[src/rtl/data_bus_arbiter.sv]
// Two-master arbiter for a single req/gnt/rvalid data-bus slave port.
// Granted master IDs are queued in grant order so that responses can be routed back in order.
module data_bus_arbiter #(
  parameter int unsigned MAX_OUTSTANDING = 2,
  parameter int unsigned ROUND_ROBIN     = 1
) (
  input  logic        clk,
  input  logic        rst_n,

  input  logic        m0_req,
  input  logic        m0_we,
  input  logic [3:0]  m0_be,
  input  logic [31:0] m0_addr,
  input  logic [31:0] m0_wdata,
  input  logic [6:0]  m0_wdata_intg,
  output logic        m0_gnt,
  output logic        m0_rvalid,
  output logic [31:0] m0_rdata,
  output logic [6:0]  m0_rdata_intg,
  output logic        m0_err,

  input  logic        m1_req,
  input  logic        m1_we,
  input  logic [3:0]  m1_be,
  input  logic [31:0] m1_addr,
  input  logic [31:0] m1_wdata,
  input  logic [6:0]  m1_wdata_intg,
  output logic        m1_gnt,
  output logic        m1_rvalid,
  output logic [31:0] m1_rdata,
  output logic [6:0]  m1_rdata_intg,
  output logic        m1_err,

  output logic        s_req,
  output logic        s_we,
  output logic [3:0]  s_be,
  output logic [31:0] s_addr,
  output logic [31:0] s_wdata,
  output logic [6:0]  s_wdata_intg,
  input  logic        s_gnt,
  input  logic        s_rvalid,
  input  logic [31:0] s_rdata,
  input  logic [6:0]  s_rdata_intg,
  input  logic        s_err,

  output logic        resp_unexpected
);

  localparam int unsigned CNT_W = $clog2(MAX_OUTSTANDING + 1);
  localparam int unsigned PTR_W = (MAX_OUTSTANDING > 1) ? $clog2(MAX_OUTSTANDING) : 1;

  typedef enum logic {
    MST_M0 = 1'b0,
    MST_M1 = 1'b1
  } master_e;

  logic [CNT_W-1:0] cnt_q, cnt_d;
  logic [PTR_W-1:0] wr_ptr_q, wr_ptr_d;
  logic [PTR_W-1:0] rd_ptr_q, rd_ptr_d;
  master_e          id_q [MAX_OUTSTANDING];
  master_e          id_d [MAX_OUTSTANDING];
  master_e          last_grant_q, last_grant_d;
  logic             resp_unexpected_q, resp_unexpected_d;

  master_e sel;
  master_e head;
  logic    fifo_full;
  logic    fifo_empty;
  logic    push;
  logic    pop;

  function automatic logic [PTR_W-1:0] ptr_inc(input logic [PTR_W-1:0] p);
    if (p == PTR_W'(MAX_OUTSTANDING - 1)) begin
      return '0;
    end
    return p + PTR_W'(1);
  endfunction

  assign fifo_full  = (cnt_q == CNT_W'(MAX_OUTSTANDING));
  assign fifo_empty = (cnt_q == '0);
  assign head       = id_q[rd_ptr_q];

  // On contention, round-robin favours whichever master was not granted last.
  always_comb begin
    sel = MST_M0;
    if (m0_req && m1_req) begin
      if (ROUND_ROBIN != 0) begin
        sel = (last_grant_q == MST_M0) ? MST_M1 : MST_M0;
      end else begin
        sel = MST_M0;
      end
    end else if (m1_req) begin
      sel = MST_M1;
    end
  end

  always_comb begin
    s_req        = (m0_req | m1_req) & ~fifo_full;
    s_we         = 1'b0;
    s_be         = '0;
    s_addr       = '0;
    s_wdata      = '0;
    s_wdata_intg = '0;
    if (s_req) begin
      if (sel == MST_M1) begin
        s_we         = m1_we;
        s_be         = m1_be;
        s_addr       = m1_addr;
        s_wdata      = m1_wdata;
        s_wdata_intg = m1_wdata_intg;
      end else begin
        s_we         = m0_we;
        s_be         = m0_be;
        s_addr       = m0_addr;
        s_wdata      = m0_wdata;
        s_wdata_intg = m0_wdata_intg;
      end
    end
  end

  assign push   = s_req & s_gnt;
  assign pop    = s_rvalid & ~fifo_empty;

  assign m0_gnt = push & (sel == MST_M0);
  assign m1_gnt = push & (sel == MST_M1);

  assign m0_rvalid     = pop & (head == MST_M0);
  assign m1_rvalid     = pop & (head == MST_M1);
  assign m0_err        = m0_rvalid & s_err;
  assign m1_err        = m1_rvalid & s_err;
  assign m0_rdata      = s_rdata;
  assign m1_rdata      = s_rdata;
  assign m0_rdata_intg = s_rdata_intg;
  assign m1_rdata_intg = s_rdata_intg;

  assign resp_unexpected = resp_unexpected_q;

  // Simultaneous push and pop leaves the count unchanged; the freed slot only
  // becomes usable next cycle because fifo_full is derived from cnt_q.
  always_comb begin
    id_d              = id_q;
    wr_ptr_d          = wr_ptr_q;
    rd_ptr_d          = rd_ptr_q;
    cnt_d             = cnt_q;
    last_grant_d      = last_grant_q;
    resp_unexpected_d = resp_unexpected_q;

    if (push) begin
      id_d[wr_ptr_q] = sel;
      wr_ptr_d       = ptr_inc(wr_ptr_q);
      last_grant_d   = sel;
    end
    if (pop) begin
      rd_ptr_d = ptr_inc(rd_ptr_q);
    end
    case ({push, pop})
      2'b10:   cnt_d = cnt_q + CNT_W'(1);
      2'b01:   cnt_d = cnt_q - CNT_W'(1);
      default: cnt_d = cnt_q;
    endcase
    if (s_rvalid && fifo_empty) begin
      resp_unexpected_d = 1'b1;
    end
  end

  always_ff @(posedge clk) begin
    if (!rst_n) begin
      cnt_q             <= '0;
      wr_ptr_q          <= '0;
      rd_ptr_q          <= '0;
      id_q              <= '{default: MST_M0};
      last_grant_q      <= MST_M1;
      resp_unexpected_q <= 1'b0;
    end else begin
      cnt_q             <= cnt_d;
      wr_ptr_q          <= wr_ptr_d;
      rd_ptr_q          <= rd_ptr_d;
      id_q              <= id_d;
      last_grant_q      <= last_grant_d;
      resp_unexpected_q <= resp_unexpected_d;
    end
  end

endmodule
[config.mk]
export PLATFORM = sky130hd
export DESIGN_NAME = data_bus_arbiter
export DESIGN_NICKNAME = d
export VERILOG_FILES = /design/src/rtl/data_bus_arbiter.sv
export SDC_FILE = /design/constraint.sdc
export NUM_CORES = 1
export LEC_CHECK = 0
export BUFFER_PORTS_ARGS = -buffer_cell sky130_fd_sc_hd__buf_2
export CORE_AREA = 4 4 137 139
export DETAILED_ROUTE_END_ITERATION = 6
export DIE_AREA = 0 0 141 143
export GPL_ROUTABILITY_DRIVEN = 0
export PLACE_DENSITY = 0.42
export SYNTH_ARGS = -nofsm -noshare
export SYNTH_HDL_FRONTEND = slang
export SYNTH_SLANG_ARGS = --single-unit
[constraint.sdc]
create_clock -name clk -period 4.3 [get_ports clk]
set_clock_uncertainty 0.2 [all_clocks]
set_input_delay 0.86 -clock clk [delete_from_list [all_inputs] [get_ports clk]]
set_output_delay 0.86 -clock clk [all_outputs]
set_load 0.02 [all_outputs]
==> results.toml <==
[run_status]
status = "complete, no violations"

[power_and_ir_drop]
power.leakage_nw = 1.72
power_switching_mw = 0.584
power_density_nw_per_um2 = 347
swShare_pct = 53.4
p_clk_share_pct = 14.5
intPower_mw = 0.509
p_comb_share_pct = 75.4
ir_drop_mv = 0.134
seqPwrFrac_pct = 10.2

[global_route]
grt_overflow_total = 0
grt_max_degree = 42
grt_usage_pct = 9.84
antenna_found_initial = 0
grt_pass1_wl_mm = 15.8
grt_pass1_vias = 2770

[clock_network]
cts_buffer_depth = 2
numCtsBuffers = 3
htreeDepth = 1
cts_sinks = 8
insertion_delay_ns = 0.23
cts_setup_buffers = 0
cts_tree = "built"
postCtsHoldBufs = 0
cts_resized = 0
root_buffer = "clkbuf_16"
clk_pin_slew_ns = 0.04

[setup_path]
required_ns = 3.24
cp-start-kind = "input port"
crit_start = "m0_req"
crit_fanout = 19
rrSetupSlack_ns = 2.14
criticalPathCategory = "in2out"
crit_arrival_ns = 2.25
endpoint = "s_wdata[4]"
cp-end-kind = "output port"
rr_startpoint = "cnt_q[0]$_SDFFE_PN0P_"
reg2reg_depth = 5
reg2reg_to = "cnt_q[1]$_SDFFE_PN0P_"

[routing]
via_per_inst = 3.80
vias = 2883
drt_iter0_markers = 52
routedWlPerCell_um = 14.4
routed_wl_mm = 10.9
dr.pass1.iters = 4
drc = 0
drtAntennaViolNets = 0

[timing]
report.final.setup_viol = 0
worst_hold_slack_ns = 0.262
finalSetupTns_ns = 0
slew_violations = 0
timing.slew.headroom_pct = 58.9
period_minus_slack_ns = 3.31
finalCritPeriodShare_pct = 77.1
hold_viol_final = 0
rsz0062_at_grt = "no"
worstMarginPinSlew_ns = 0.609
fmax_ghz = 0.302

[placed_design]
port_buffers = 242
dp_hpwl_mm = 9.06
placed_cells = 755

[floorplanning]
dieArea_sq_um = 20200
start_util_pct = 12.6
std_cell_rows = 49
fp.dieH_um = 143
core_sq_um = 17700
die_x_um = 141
ioPinCount = 360

[logic_synthesis]
synth_adder_area_share_pct = 0.563
synth_area_sq_um = 2220
synthFlopType = "dfxtp_1"
muxShareOfSynthArea_pct = 1.35
syn_inst = 381
async_flop_share_pct = 0
yosys_register_bits = 8
avgSynthCellArea_sq_um = 5.83
syn_nets = 580
synth_top_area_share_pct = 26.7
synth_xor_area_share_pct = 1.18
synth_top_family_by_area = "buffers and inverters"
yosys-top-cells-area = "buf_4, nand2_1, a21oi_2"
yosysUniqueCellTypes = 28
synth-edff-count = 0
synth_commonest_cells = "nand2_1, buf_4, a21oi_1"
yosysTopAreaCell = "buf_4"
yosysMostFrequentCell = "nand2_1"
yosys.area_share.simple_pct = 30.8
synth.yosys.seq_area_share_pct = 7.21
synth_compound_area_share_pct = 25.4
yosys_warnings = 0

[hold_path]
min-delay-path-class = "reg2reg"

[final_layout]
drive_gt1_share_pct = 53.9
num_antenna_cells = 0
synthToLayoutAreaGrowth_pct = 42.0
nets = 730
layout.cells.non_filler = 758
fillCellCount = 2097

[flow_run]
max-cap-violations = 0
-- layout by cell type (no fill, tap or decap), types with 5 or more instances in the layout --
cell type / n
buf_2: 242
buf_4: 5
nor2_1: 5
a21oi_1: 48
dfxtp_1: 8
a21oi_2: 29
nand2_1: 156
-- worst max-delay path, cell delays in order --
cell     delay, ns
buf_2         0.13
nor2_1        0.27
or2_4         0.33
buf_4         0.36
a21oi_1       0.10
buf_2         0.18
-- state kept, by name (all words and copies together) (netlist names) --
name and flops:
wr_ptr_q 1, rd_ptr_q 1, cnt_q 2, resp_unexpected 1, last_grant_q 1, id_q 2
-- metal layers --
metal	routed length (um)	track usage [%]	up-vias
li1	-	-	1434
met1	4140	11.3	1216
met2	5210	16.9	186
met3	1050	2.24	47
met4	490	5.35	0
met5	0	0	-
-- per-stage QoR --
step	utilization [%]	area [sq um]	total power, mW	worst slack, ns
after detailed placement	17.4	3080	0.946	0.983
after global routing	17.9	3150	1.18	0.886
after global placement	17.4	3080	0.951	1.03
final	17.9	3150	1.09	0.985
after CTS	17.9	3150	1.11	0.983
after floorplan	-	2220	0.752	1.37
-- worst min-delay path by stage --
stage	slack, ns	startpoint	to	cells past startpoint
CTS	0.26	id_q[0]$_SDFFE_PN0P_	id_q[0]$_SDFFE_PN0P_	2
detailed placement	0.25	id_q[1]$_SDFFE_PN0P_	id_q[1]$_SDFFE_PN0P_	2
global placement	0.26	id_q[1]$_SDFFE_PN0P_	id_q[1]$_SDFFE_PN0P_	2
floorplan	0.23	id_q[0]$_SDFFE_PN0P_	id_q[0]$_SDFFE_PN0P_	2
finish	0.26	id_q[1]$_SDFFE_PN0P_	id_q[1]$_SDFFE_PN0P_	2
global route	0.29	id_q[1]$_SDFFE_PN0P_	id_q[1]$_SDFFE_PN0P_	2
-- kinds of logic (layout without fill, tap and decap cells) --
family	after synthesis	after routing
AO/OA/AOI/OAI	86	86
XOR/XNOR	3	3
adder cells (fa/ha/maj)	1	1
buffers and inverters	107	255
flip-flops	8	8
multiplexers	3	3
AND/OR/NAND/NOR	173	173
-- power groups by stage --
stage / clock (mW) / combinational (mW) / sequential [mW]
floorplan: 0 / 0.640 / 0.111
global placement: 0 / 0.839 / 0.113
detailed placement: 0 / 0.834 / 0.113
CTS: 0.160 / 0.838 / 0.111
global route: 0.165 / 0.901 / 0.113
finish: 0.158 / 0.824 / 0.111
-- layout make-up --
cell class                 count  area, sq um  area share [%]
clock buffer                   3         75.1            2.38
multi-input combinational    266         1330            42.2
inverter                       3         11.3           0.357
sequential                     8          160            5.08
timing repair buffer         249         1290            40.9
tap                          229          287            9.09
(Power assumes the default switching activity.)
